## config.mk

```make
export PLATFORM = sky130hd
export DESIGN_NAME = ei_tdp_ram_port_arbiter
export DESIGN_NICKNAME = d
export VERILOG_FILES = /design/src/rtl/ei_tdp_ram_arb_pkg.sv /design/src/rtl/ei_tdp_ram_rr_picker.sv /design/src/rtl/ei_tdp_ram_port_arbiter.sv
export SDC_FILE = /design/constraint.sdc
export NUM_CORES = 1
export LEC_CHECK = 0
export CAP_MARGIN = 30
export CORE_MARGIN = 2
export CORE_UTILIZATION = 52
export CTS_BUF_LIST = sky130_fd_sc_hd__clkbuf_4
export DETAILED_ROUTE_END_ITERATION = 7
export GPL_ROUTABILITY_DRIVEN = 1
export MAX_ROUTING_LAYER = met4
export PLACE_DENSITY = 0.95
export SYNTH_ARGS = -nofsm -noshare
export SYNTH_HDL_FRONTEND = slang
export SYNTH_SLANG_ARGS = --single-unit
```

## constraint.sdc

```tcl
create_clock -name clk -period 9.4 [get_ports clk]
set_input_delay 0.94 -clock clk [delete_from_list [all_inputs] [get_ports clk]]
set_output_delay 0.94 -clock clk [all_outputs]
set_load 0.1 [all_outputs]
```

## src/rtl/ei_tdp_ram_arb_pkg.sv

```systemverilog
// Shared defaults, response tag and port selector types for the TDP RAM port arbiter.
package ei_tdp_ram_arb_pkg;

    localparam int unsigned DEF_NUM_REQ    = 4;
    localparam int unsigned DEF_ADDR_WIDTH = 10;
    localparam int unsigned DEF_DATA_WIDTH = 8;
    localparam int unsigned REQ_IDX_W      = $clog2(DEF_NUM_REQ);

    // Tag index is sized for the largest supported requester count (8).
    localparam int unsigned MAX_NUM_REQ    = 8;
    localparam int unsigned TAG_IDX_W      = $clog2(MAX_NUM_REQ);

    typedef struct packed {
        logic                 valid;
        logic [TAG_IDX_W-1:0] idx;
    } rsp_tag_t;

    typedef enum logic {
        PORT_A = 1'b0,
        PORT_B = 1'b1
    } port_sel_e;

endpackage

```

## src/rtl/ei_tdp_ram_rr_picker.sv

```systemverilog
// Round-robin picker: first and second valid requesters scanning upward from rr_ptr.
module ei_tdp_ram_rr_picker
    import ei_tdp_ram_arb_pkg::*;
#(
    parameter int unsigned NUM_REQ = DEF_NUM_REQ,
    parameter int unsigned IDX_W   = REQ_IDX_W
) (
    input  logic [NUM_REQ-1:0] valid,
    input  logic [IDX_W-1:0]   rr_ptr,
    output logic               first_found_c,
    output logic [IDX_W-1:0]   first_idx_c,
    output logic               second_found_c,
    output logic [IDX_W-1:0]   second_idx_c
);

    logic [IDX_W-1:0] idx;

    // NUM_REQ is a power of two, so the IDX_W-bit add wraps modulo NUM_REQ.
    always_comb begin
        first_found_c  = 1'b0;
        first_idx_c    = '0;
        second_found_c = 1'b0;
        second_idx_c   = '0;
        idx            = '0;
        for (int unsigned k = 0; k < NUM_REQ; k++) begin
            idx = rr_ptr + IDX_W'(k);
            if (valid[idx]) begin
                if (!first_found_c) begin
                    first_found_c = 1'b1;
                    first_idx_c   = idx;
                end else if (!second_found_c) begin
                    second_found_c = 1'b1;
                    second_idx_c   = idx;
                end
            end
        end
    end

endmodule

```

## src/rtl/ei_tdp_ram_port_arbiter.sv

```systemverilog
// Shares the two ports of a true-dual-port RAM among NUM_REQ requesters,
// granting up to two requests per cycle round-robin and routing read data back.
module ei_tdp_ram_port_arbiter
    import ei_tdp_ram_arb_pkg::*;
#(
    parameter int unsigned NUM_REQ    = DEF_NUM_REQ,
    parameter int unsigned ADDR_WIDTH = DEF_ADDR_WIDTH,
    parameter int unsigned DATA_WIDTH = DEF_DATA_WIDTH
) (
    input  logic                          clk,
    input  logic                          resetn,
    input  logic                          en,
    input  logic [NUM_REQ-1:0]            req_valid,
    input  logic [NUM_REQ-1:0]            req_we,
    input  logic [NUM_REQ*ADDR_WIDTH-1:0] req_addr,
    input  logic [NUM_REQ*DATA_WIDTH-1:0] req_wdata,
    output logic [NUM_REQ-1:0]            req_ready,
    output logic [NUM_REQ-1:0]            rsp_valid,
    output logic [NUM_REQ*DATA_WIDTH-1:0] rsp_rdata,
    output logic                          we_a,
    output logic                          re_a,
    output logic                          we_b,
    output logic                          re_b,
    output logic [ADDR_WIDTH-1:0]         addr_a,
    output logic [ADDR_WIDTH-1:0]         addr_b,
    output logic [DATA_WIDTH-1:0]         data_a,
    output logic [DATA_WIDTH-1:0]         data_b,
    input  logic [DATA_WIDTH-1:0]         out_a,
    input  logic [DATA_WIDTH-1:0]         out_b,
    output logic [15:0]                   collision_cnt
);

    localparam int unsigned IDX_W = $clog2(NUM_REQ);

    logic [IDX_W-1:0]              rr_ptr;
    logic [IDX_W-1:0]              rr_ptr_nxt;
    logic [IDX_W-1:0]              a_idx;
    logic [IDX_W-1:0]              b_idx;
    logic                          a_found;
    logic                          b_found;
    logic                          grant_a;
    logic                          grant_b;
    logic                          hazard;
    logic [ADDR_WIDTH-1:0]         a_addr;
    logic [ADDR_WIDTH-1:0]         b_addr;
    logic [DATA_WIDTH-1:0]         a_wdata;
    logic [DATA_WIDTH-1:0]         b_wdata;
    logic                          a_we;
    logic                          b_we;
    rsp_tag_t                      tag_s1 [2];
    rsp_tag_t                      tag_s2 [2];
    logic [NUM_REQ*DATA_WIDTH-1:0] rdata_q;

    ei_tdp_ram_rr_picker #(
        .NUM_REQ (NUM_REQ),
        .IDX_W   (IDX_W)
    ) u_picker (
        .valid          (req_valid),
        .rr_ptr         (rr_ptr),
        .first_found_c  (a_found),
        .first_idx_c    (a_idx),
        .second_found_c (b_found),
        .second_idx_c   (b_idx)
    );

    assign a_addr  = req_addr[a_idx*ADDR_WIDTH +: ADDR_WIDTH];
    assign b_addr  = req_addr[b_idx*ADDR_WIDTH +: ADDR_WIDTH];
    assign a_wdata = req_wdata[a_idx*DATA_WIDTH +: DATA_WIDTH];
    assign b_wdata = req_wdata[b_idx*DATA_WIDTH +: DATA_WIDTH];
    assign a_we    = req_we[a_idx];
    assign b_we    = req_we[b_idx];

    // Grant A unconditionally; defer B when it hits A's address and either side writes.
    always_comb begin
        grant_a    = 1'b0;
        grant_b    = 1'b0;
        hazard     = 1'b0;
        req_ready  = '0;
        rr_ptr_nxt = rr_ptr;
        if (en && resetn && a_found) begin
            grant_a           = 1'b1;
            req_ready[a_idx]  = 1'b1;
            rr_ptr_nxt        = a_idx + IDX_W'(1);
            if (b_found) begin
                hazard = (a_addr == b_addr) && (a_we || b_we);
                if (!hazard) begin
                    grant_b          = 1'b1;
                    req_ready[b_idx] = 1'b1;
                    rr_ptr_nxt       = b_idx + IDX_W'(1);
                end
            end
        end
    end

    // RAM port command registers; idle ports keep their last address and data.
    always_ff @(posedge clk or negedge resetn) begin
        if (!resetn) begin
            we_a          <= 1'b0;
            re_a          <= 1'b0;
            we_b          <= 1'b0;
            re_b          <= 1'b0;
            addr_a        <= '0;
            addr_b        <= '0;
            data_a        <= '0;
            data_b        <= '0;
            rr_ptr        <= '0;
            collision_cnt <= '0;
        end else begin
            we_a   <= grant_a && a_we;
            re_a   <= grant_a && !a_we;
            we_b   <= grant_b && b_we;
            re_b   <= grant_b && !b_we;
            rr_ptr <= rr_ptr_nxt;
            if (grant_a) addr_a <= a_addr;
            if (grant_a && a_we) data_a <= a_wdata;
            if (grant_b) addr_b <= b_addr;
            if (grant_b && b_we) data_b <= b_wdata;
            if (hazard && (collision_cnt != 16'hFFFF)) collision_cnt <= collision_cnt + 16'd1;
        end
    end

    // Read tags travel alongside the command, aligning with out_x two cycles after grant.
    always_ff @(posedge clk or negedge resetn) begin
        if (!resetn) begin
            tag_s1[PORT_A] <= '0;
            tag_s1[PORT_B] <= '0;
            tag_s2[PORT_A] <= '0;
            tag_s2[PORT_B] <= '0;
            rdata_q        <= '0;
        end else begin
            tag_s1[PORT_A] <= '{valid: grant_a && !a_we, idx: TAG_IDX_W'(a_idx)};
            tag_s1[PORT_B] <= '{valid: grant_b && !b_we, idx: TAG_IDX_W'(b_idx)};
            tag_s2[PORT_A] <= tag_s1[PORT_A];
            tag_s2[PORT_B] <= tag_s1[PORT_B];
            rdata_q        <= rsp_rdata;
        end
    end

    // Responding slices pass out_x through; all others show the last captured data.
    always_comb begin
        rsp_valid = '0;
        rsp_rdata = rdata_q;
        for (int unsigned i = 0; i < NUM_REQ; i++) begin
            if (tag_s2[PORT_A].valid && (tag_s2[PORT_A].idx == TAG_IDX_W'(i))) begin
                rsp_valid[i]                          = 1'b1;
                rsp_rdata[i*DATA_WIDTH +: DATA_WIDTH] = out_a;
            end
            if (tag_s2[PORT_B].valid && (tag_s2[PORT_B].idx == TAG_IDX_W'(i))) begin
                rsp_valid[i]                          = 1'b1;
                rsp_rdata[i*DATA_WIDTH +: DATA_WIDTH] = out_b;
            end
        end
    end

endmodule

```

==> flow_metrics.tcl <==
set metrics [dict create \
    status "finished clean" \
    finalSetupViolations 0 \
    route.detailed.drc 0 \
    multiInputGateArea_mm2 0.003408 \
    ys_ff_latch 100 \
    final-seq-area_mm2 0.002502 \
    overflow 0 \
    cts_made_buffers 9 \
    grt_antenna_before_repair 0 \
    post_cts_buffers 0 \
    dp_slack_ns 1.701 \
    ys.flop_type "dfrtp_1" \
    worst_pin_slew_ns 1.029 \
    num_rows 39 \
    antenna_cells 0 \
    first_global_vias 5819 \
    fin_crit_ns 7.792 \
    relSlewSlack 0.3117 \
    hold_violations 0 \
    first_iter_violations 402 \
    grt_usage 0.2906 \
    numPortBuffers 194 \
    clockRootBuffer "clkbuf_4" \
    first_pass_iters 5 \
    die_h_um 112.8 \
    via_per_inst 5.874 \
    reg2reg_slack_ns 3.91 \
    post-route-period-util 0.8290 \
    synth-edff-count 0 \
    clkSinkCount 100 \
    start_util 0.5370 \
    core_mm2 0.01147 \
    synthCells 649 \
    gp_congestion 0.8867 \
    dp_hpwl_um 13220 \
    grt_pass1_wl_um 28810 \
    rr_worst_depth 14 \
    grt_max_degree 59 \
    yosys_warnings 0 \
    pin_count 195 \
    wire_per_inst_um 18.40 \
    cp_max_fo 28 \
    clk_pin_slew_worst_paths_ns 0.16 \
    cp_data_required_time_ns 8.46 \
    postCtsHoldBufs 0 \
    rsz0062_at_grt "false" \
    end_kind "output port" \
    finalSetupTns_ns 0 \
    vias 5680 \
    syn_to_final_growth_pct 34.54 \
    clock_path_buffers 2 \
    clk_latency_ns 0.46 \
    startpoint_type "primary input" \
    htreeDepth 3 \
    max_freq_mhz 128.3 \
    drive_gt1_frac 0.07282 \
    synth_seq_area_share 0.4063 \
    wl_um 17790 \
    fin_skew_ns 0.01462 \
    cts.repair.resized 0 \
    syn_nets 759 \
    ys_types 65 \
    hold_class "flip-flop to flip-flop" \
    drv_slew 0 \
    setup_slack_ns 1.608 \
    min_delay_path_depth 0 \
    critPathKind "primary input to output port" \
    die_width_um 112.8 \
    drtAntennaViolNets 0 \
    syn-cell-area_mm2 0.006158 \
    die_area_mm2 0.01273 \
    fillers 799 \
    num-nets-final 929 \
    async_flop_share 1.000 \
    synth.avg_cell_area_um2 9.489 \
    worstPathArrival_ns 6.85 \
    tritoncts "done" \
    maxCapViolations 0 \
]
## layout by cell type (no fill, tap or decap), drive strengths merged, types with 11 or more instances in the layout
cell type	n
and3	15
clkdlybuf4s50	193
dfrtp	100
ha	11
inv	23
mux2	21
mux2i	69
nand2	148
nand3	28
nor2	13
o211ai	12
o21ai	53
xnor2	15
## metal layers
| metal | global-route usage | share of wire | up-vias |
|---|---|---|---|
| met1 | 0.3618 | 0.41 | 2719 |
| met5 | - | 0 | - |
| li1 | - | - | 2642 |
| met4 | 0.1333 | 0.035 | 0 |
| met2 | 0.4699 | 0.49 | 269 |
| met3 | 0.04499 | 0.063 | 50 |
## synthesized netlist by cell type, types with 3 or more instances
master      n  share of area
nor3_1      3         0.0024
dfrtp_1   100           0.41
nand3_1    28          0.023
mux2_4      9          0.022
buf_6       5         0.0091
nor2b_1     4         0.0041
ha_1       11          0.022
mux2_2     12          0.022
mux2i_1    69           0.11
mux4_2      4          0.015
clkbuf_1   20          0.012
o211a_1     4         0.0065
o211ai_1   12          0.015
a32o_1      4         0.0065
nand2_1   148          0.090
nand2b_1    3         0.0030
xnor2_1    15          0.021
inv_1      18          0.011
and3_1     15          0.015
xor2_1      6         0.0085
nor3b_1     4         0.0049
o21ai_0    51          0.041
buf_2       8         0.0065
nor2_1     13         0.0079
a21oi_1     6         0.0049
nand4_1     9         0.0091
buf_1       5         0.0030
and3b_1     3         0.0043
a211oi_1    3         0.0037
nand3b_1    3         0.0037
a31oi_1    10          0.010
## sequential cells by signal (all words and copies together), names as in the netlist
name,count
data_b,8
tag_s1,6
rdata_q,32
addr_b,10
tag_s2,6
collision_cnt,16
addr_a,10
we_b,1
rr_ptr,2
data_a,8
we_a,1
## worst paths after layout
| path | startpoint | to |
|---|---|---|
| worst max-delay path | req_valid[1] | req_ready[0] |
| min in group asynchronous | resetn | data_b[3] |
| worst max register to register | rr_ptr[1] | data_b[6] |
| worst min-delay path | tag_s1[5] | tag_s2[5] |
| worst min register to register | tag_s1[5] | tag_s2[5] |
| max in group asynchronous | resetn | collision_cnt[10] |
## cell families (layout without fill, tap and decap cells)
group,after synthesis,in the layout,share of synthesized area
simple gates,249,249,0.1954
compound gates,111,111,0.1197
buf+inv,60,235,0.04551
flops,100,100,0.4063
fa+ha+maj,12,12,0.02397
xor+xnor,21,21,0.02987
mux,96,96,0.1792
## critical path, stage by stage
cell             delay (ns)
clkdlybuf4s50_1        0.68
mux2_4                 0.43
nand2_1                0.08
o21ai_0                0.14
ha_1                   0.35
mux2i_1                0.07
a22o_1                 0.38
o21ai_4                0.74
inv_2                  0.43
mux4_2                 0.59
or2_0                  0.22
and4b_4                0.22
nand4_4                0.15
a32o_1                 0.22
clkdlybuf4s50_1        1.17
## through the flow
step / hold WS [ns] / utilization / std cells / area, um^2
floorplan: 0.3312 / - / 649 / 6158
global placement: 0.3318 / 0.7087 / 949 / 8127
detailed placement: 0.3358 / 0.7117 / 951 / 8162
CTS: 0.3579 / 0.7225 / 967 / 8285
global route: 0.3704 / 0.7225 / 967 / 8285
finish: 0.3576 / 0.7225 / 967 / 8285
## final cells by class
type / instances / share of cell area
Clock inverter: 7 / 0.006796
Clock buffer: 9 / 0.008155
Tap cell: 143 / 0.02159
Inverter: 20 / 0.009061
Multi-Input combinational cell: 489 / 0.4114
Timing Repair Buffer: 199 / 0.2410
Sequential cell: 100 / 0.3020
Power is not shown: default switching activity piles up to over one toggle a cycle in this logic, so the estimate is an artifact.
